### src/rtl/regfile_write_arbiter.sv
// Register-file write port arbiter: pipeline writeback has priority, LLU results queue in a FIFO,
// and a starvation counter stalls the pipeline to drain them. Define REGFILE_ARB_BYPASS_EN for LLU bypass.
module regfile_write_arbiter #(
  parameter int FIFO_DEPTH   = 2,
  parameter int STARVE_LIMIT = 4
) (
  input  logic                           clock,
  input  logic                           reset,
  input  logic                           flush,
  input  logic                           wbValid,
  input  logic [4:0]                     wbAddr,
  input  logic [31:0]                    wbData,
  input  logic                           lluValid,
  output logic                           lluReady,
  input  logic [4:0]                     lluAddr,
  input  logic [31:0]                    lluData,
  output logic                           pipeStall,
  output logic                           destinationEnable,
  output logic [4:0]                     writeAddress,
  output logic [31:0]                    writeData,
  output logic                           debugState,
  output logic [$clog2(FIFO_DEPTH):0]    debugCount
);

  localparam int PW = $clog2(FIFO_DEPTH);
  localparam int CW = PW + 1;
  localparam int SW = $clog2(STARVE_LIMIT + 1);
  localparam logic [CW-1:0] DEPTH_C  = CW'(FIFO_DEPTH);
  localparam logic [SW-1:0] LIMIT_C  = SW'(STARVE_LIMIT);
  localparam logic [SW-1:0] LIMIT_M1 = SW'(STARVE_LIMIT - 1);

  typedef enum logic {
    NORMAL = 1'b0,
    STALL  = 1'b1
  } state_t;

  state_t        state;
  logic [PW-1:0] head;
  logic [PW-1:0] tail;
  logic [CW-1:0] count;
  logic [CW-1:0] count_next;
  logic [SW-1:0] starve;
  logic [36:0]   mem [FIFO_DEPTH];
  logic [36:0]   head_entry;

  logic wb_grant;
  logic fifo_grant;
  logic byp_grant;
  logic push;
  logic pop;
  logic starve_inc;

  // LLU handshake: a transfer happens on a rising edge where lluValid && lluReady are both high;
  // while lluReady is low the LLU must hold lluAddr/lluData stable and keep lluValid asserted.
  always_comb begin
    wb_grant   = 1'b0;
    fifo_grant = 1'b0;
    byp_grant  = 1'b0;
    push       = 1'b0;
    pop        = 1'b0;
    starve_inc = 1'b0;
    count_next = count;
    lluReady   = (count < DEPTH_C) && !flush;
    head_entry = mem[head];

    wb_grant   = (state == NORMAL) && wbValid && (wbAddr != 5'd0);
    fifo_grant = (count != '0) && !wb_grant;
`ifdef REGFILE_ARB_BYPASS_EN
    byp_grant  = (state == NORMAL) && (count == '0) && !wb_grant && lluValid &&
                 (lluAddr != 5'd0) && !flush;
`else
    byp_grant  = 1'b0;
`endif
    pop        = fifo_grant;
    push       = lluValid && lluReady && (lluAddr != 5'd0) && !byp_grant;
    starve_inc = (count != '0) && (state == NORMAL) && wb_grant;

    unique case ({push, pop})
      2'b10:   count_next = count + 1'b1;
      2'b01:   count_next = count - 1'b1;
      default: count_next = count;
    endcase
  end

  always_ff @(posedge clock) begin
    if (!reset) begin
      state             <= NORMAL;
      head              <= '0;
      tail              <= '0;
      count             <= '0;
      starve            <= '0;
      destinationEnable <= 1'b0;
      writeAddress      <= 5'd0;
      writeData         <= 32'd0;
    end else begin
      // The granted write completes even in a flush cycle.
      if (wb_grant) begin
        destinationEnable <= 1'b1;
        writeAddress      <= wbAddr;
        writeData         <= wbData;
      end else if (fifo_grant) begin
        destinationEnable <= 1'b1;
        writeAddress      <= head_entry[36:32];
        writeData         <= head_entry[31:0];
      end else if (byp_grant) begin
        destinationEnable <= 1'b1;
        writeAddress      <= lluAddr;
        writeData         <= lluData;
      end else begin
        destinationEnable <= 1'b0;
      end

      if (flush) begin
        state  <= NORMAL;
        head   <= '0;
        tail   <= '0;
        count  <= '0;
        starve <= '0;
      end else begin
        if (push) tail <= tail + 1'b1;
        if (pop)  head <= head + 1'b1;
        count <= count_next;

        if (fifo_grant || (count == '0))
          starve <= '0;
        else if (starve_inc && (starve != LIMIT_C))
          starve <= starve + 1'b1;

        unique case (state)
          NORMAL: if (starve_inc && (starve == LIMIT_M1)) state <= STALL;
          STALL:  if (pop && (count_next == '0)) state <= NORMAL;
          default: state <= NORMAL;
        endcase
      end
    end
  end

  // Payload storage needs no reset; count/pointers define which entries are live.
  always_ff @(posedge clock) begin
    if (reset && push) mem[tail] <= {lluAddr, lluData};
  end

  assign pipeStall  = (state == STALL);
  assign debugState = state;
  assign debugCount = count;

endmodule

### config.mk
export PLATFORM = sky130hd
export DESIGN_NAME = regfile_write_arbiter
export DESIGN_NICKNAME = d
export VERILOG_FILES = /design/src/rtl/regfile_write_arbiter.sv
export SDC_FILE = /design/constraint.sdc
export NUM_CORES = 1
export LEC_CHECK = 0
export CORE_MARGIN = 10
export CORE_UTILIZATION = 45
export CTS_CLUSTER_SIZE = 25
export DETAILED_ROUTE_END_ITERATION = 8
export GPL_TIMING_DRIVEN = 0
export PLACE_DENSITY = 0.74
export SYNTH_ARGS = -nofsm -noshare
export SYNTH_HDL_FRONTEND = slang
export SYNTH_SLANG_ARGS = --single-unit
### constraint.sdc
create_clock -name clock -period 3.45 [get_ports clock]
set_clock_uncertainty 0.1 [all_clocks]
set_input_delay 0.5175 -clock clock [delete_from_list [all_inputs] [get_ports clock]]
set_output_delay 0.5175 -clock clock [all_outputs]
set_load 0.02 [all_outputs]
==> out/summary.txt <==
Status = finished clean
Number of global-route vias before repair = 3916
Worst Setup Start Kind = flip-flop
Die area = 15900 sq um
Row count = 38
Final Instance Area = 7030 sq um
Largest net degree at the start of global routing = 35
Routed wire length per instance = 19.2 um
Total gr overflow = 0
Antenna violations before repair = 0
DR pass1 iterations = 4
Final hold vios = 0
Hold_sp = starve[2]
Area leader, netlist = edfxtp_1
Hold path endpoint = starve[1]
Max Cap Viol = 0
Static leakage = 2.50 nW
Worst-path clk slew = 0.05 ns
Layout cells sized above 1 = 13.1%
Setup TNS = 0 ns
Seq/Total Area, Yosys = 62.5%
Flop2flop setup slack = 1.03 ns
Routability cong. = 0.822
Worst slew pin tran = 0.849 ns
Part of the power in registers = 44.3%
All-Layer GR Usage = 16.3%
Post-DRT Antenna Nets = 0
Post-CTS setup buffer count = 0
CTS Sinks = 121
Via count = 3664
Clock power share = 43.9%
Post-synthesis average cell area = 13.1 sq um
Most frequent cell after synthesis = edfxtp_1
PortBufs = 120
Primary FF master, synth = edfxtp_1
CP arrival = 2.02 ns
Die extent in x = 126 um
Root Buffer = clkbuf_16
Drt drc = 0
CTS Buffer Depth = 2
Yosys reg bits = 121
Yosys warning total = 0
M1 GR Usage = 17.9%
Met3 usage = 5.20%
Post-Syn Nets = 471
Internal power = 2.84 mW
CP Capture Type = output port
Final Setup Violations = 0
Reg2reg end = debugCount[1]
Area growth syn-to-layout = 38.9%
CTS tree = done
Die Height = 126 um
Initial Util = 46.3%
Pwr per Cell Area = 521 nW/um^2
Core Region = 10900 sq um
Peak VDD IR = 288 uV
Hpwl dp = 9230 um
Fin. max-slew vios = 0
Detailed Route Iter0 Violations = 256
Mapped cell area = 5060 sq um
Number of H-tree levels = 4
WL final = 13100 um
Synth top cells by count = edfxtp_1, dfxtp_1, nand2_1
Reg2Reg Depth = 6
Syn Inst Count = 388
Kind of critical path = reg -> out
Gate power share = 11.8%
GRT busiest layer = met2
Ratio of final minimum period to clock period = 76.5%
Psw = 0.825 mW
Fmax = 0.379 GHz
DR vias/cell = 5.36
RSZ-0062 raised after global routing = no
Post-cts hold buffer count = 0
Worst r2r src = debugCount[0]
Area of placed instances = 6490 sq um
Worst-skew pair later-pin latency = 0.41 ns
Switching Fraction = 22.5%
Minimum hold slack = 0.391 ns
Max FO, Critical Path = 10
Met2 GRT Util = 28.6%
Top-area cell type share of the netlist area = 43.9%
Async set or reset register ratio after synthesis = 0%
Min-Delay Path Class = reg -> reg
Slew HR = 43.2%
Worst EP required = 2.83 ns
Yosys cell types = 35
EDFF count, synth = 74
Post-CTS resize count = 0
Hold path depth = 2
TritonCTS Buffers = 17
Ports = 122
Synth area leaders = edfxtp_1, dfxtp_1, mux2_2
Design Power = 3.66 mW
Final critical-path required period = 2.64 ns
Nets = 612
Global-route wire length before repair = 20600 um
[area by class of cell]
cell class / count / area [sq um]
clock inverters: 10 / 76.3
plain buffers: 30 / 158
repair buffers: 122 / 1240
clock buffers: 22 / 464
inverters: 5 / 18.8
diodes: 1 / 2.50
multi-input cells: 232 / 1730
fillers: 851 / 3900
flip-flops and latches: 121 / 3160
well taps: 140 / 175
[logic make-up after synthesis]
group / Yosys count / share of synthesized area [%]
adder cells (fa/ha/maj): 4 / 0.988
XOR/XNOR: 4 / 0.692
multiplexers: 67 / 14.0
flip-flops: 121 / 62.5
buffers and inverters: 35 / 3.48
AND/OR/NAND/NOR: 65 / 5.73
AO/OA/AOI/OAI: 92 / 12.6
[placed cells by master, fill, tap and decap left out, types with 2 or more instances in the layout]
master           instances
a211oi_1                 4
buf_1                    5
o31ai_1                  2
a21oi_1                  4
nor2_1                   4
o22ai_1                  2
ha_1                     4
edfxtp_1                74
nor2b_1                  6
clkbuf_8                 2
mux2_2                  32
o32ai_1                  3
dfxtp_1                 47
o21ai_0                 37
or3_1                    2
nand2_1                 43
nand3_1                  2
xnor2_1                  3
clkdlybuf4s50_1        120
o21a_1                   2
o31a_1                  32
o2111ai_1                3
buf_12                   2
clkbuf_16               17
buf_8                    3
inv_1                    5
mux2i_1                 35
clkinv_2                 7
clkbuf_1                23
nand2b_1                 2
[stage by stage]
stage	setup WS, ns	util (%)	instances
detailed placement	0.598	59.3	650
global route	0.697	64.3	682
finish	0.811	64.3	683
floorplan	0.154	-	388
global placement	-1.12	58.9	648
CTS	0.811	64.3	682
[registers in the layout (all words and copies together) (netlist names), named ones only]
register and count:
tail 1, debugState 1, debugCount 2, writeAddress 5
starve 3, mem 74, writeData 32, head 1
destinationEnable 1
[power by group through the flow]
stage                     Clock (mW)  Combinational, mW  Sequential, mW
final                           1.61              0.433            1.62
after global routing            1.69              0.466            1.63
after CTS                       1.63              0.437            1.62
after detailed placement           0              0.435            1.65
after global placement             0              0.422            1.65
after floorplan                    0              0.157            1.70
[per-layer routing]
layer	wire, um	vias up
li1	-	1746
met1	5550	1777
met2	6570	122
met3	820	19
met4	195	0
met5	0	-
[worst max-delay path by stage]
stage                  start       endpoint  slack [ns]  cells after the start
2_1_floorplan  debugCount[1]      mem[0][0]        0.15                      4
3_5_place_dp       wbAddr[1]  debugCount[1]        0.60                      6
3_3_place_gp           reset     mem[0][11]       -1.12                      4
5_1_grt        debugCount[1]       lluReady        0.70                      3
4_1_cts        debugCount[1]       lluReady        0.81                      3
6_report       debugCount[1]       lluReady        0.81                      3
[worst max-delay path: stages (launching register included)]
cell and delay [ns]:
dfxtp_1 0.37, clkbuf_1 0.46, nor2_1 0.19, clkdlybuf4s50_1 0.59
(Power assumes the default switching activity.)
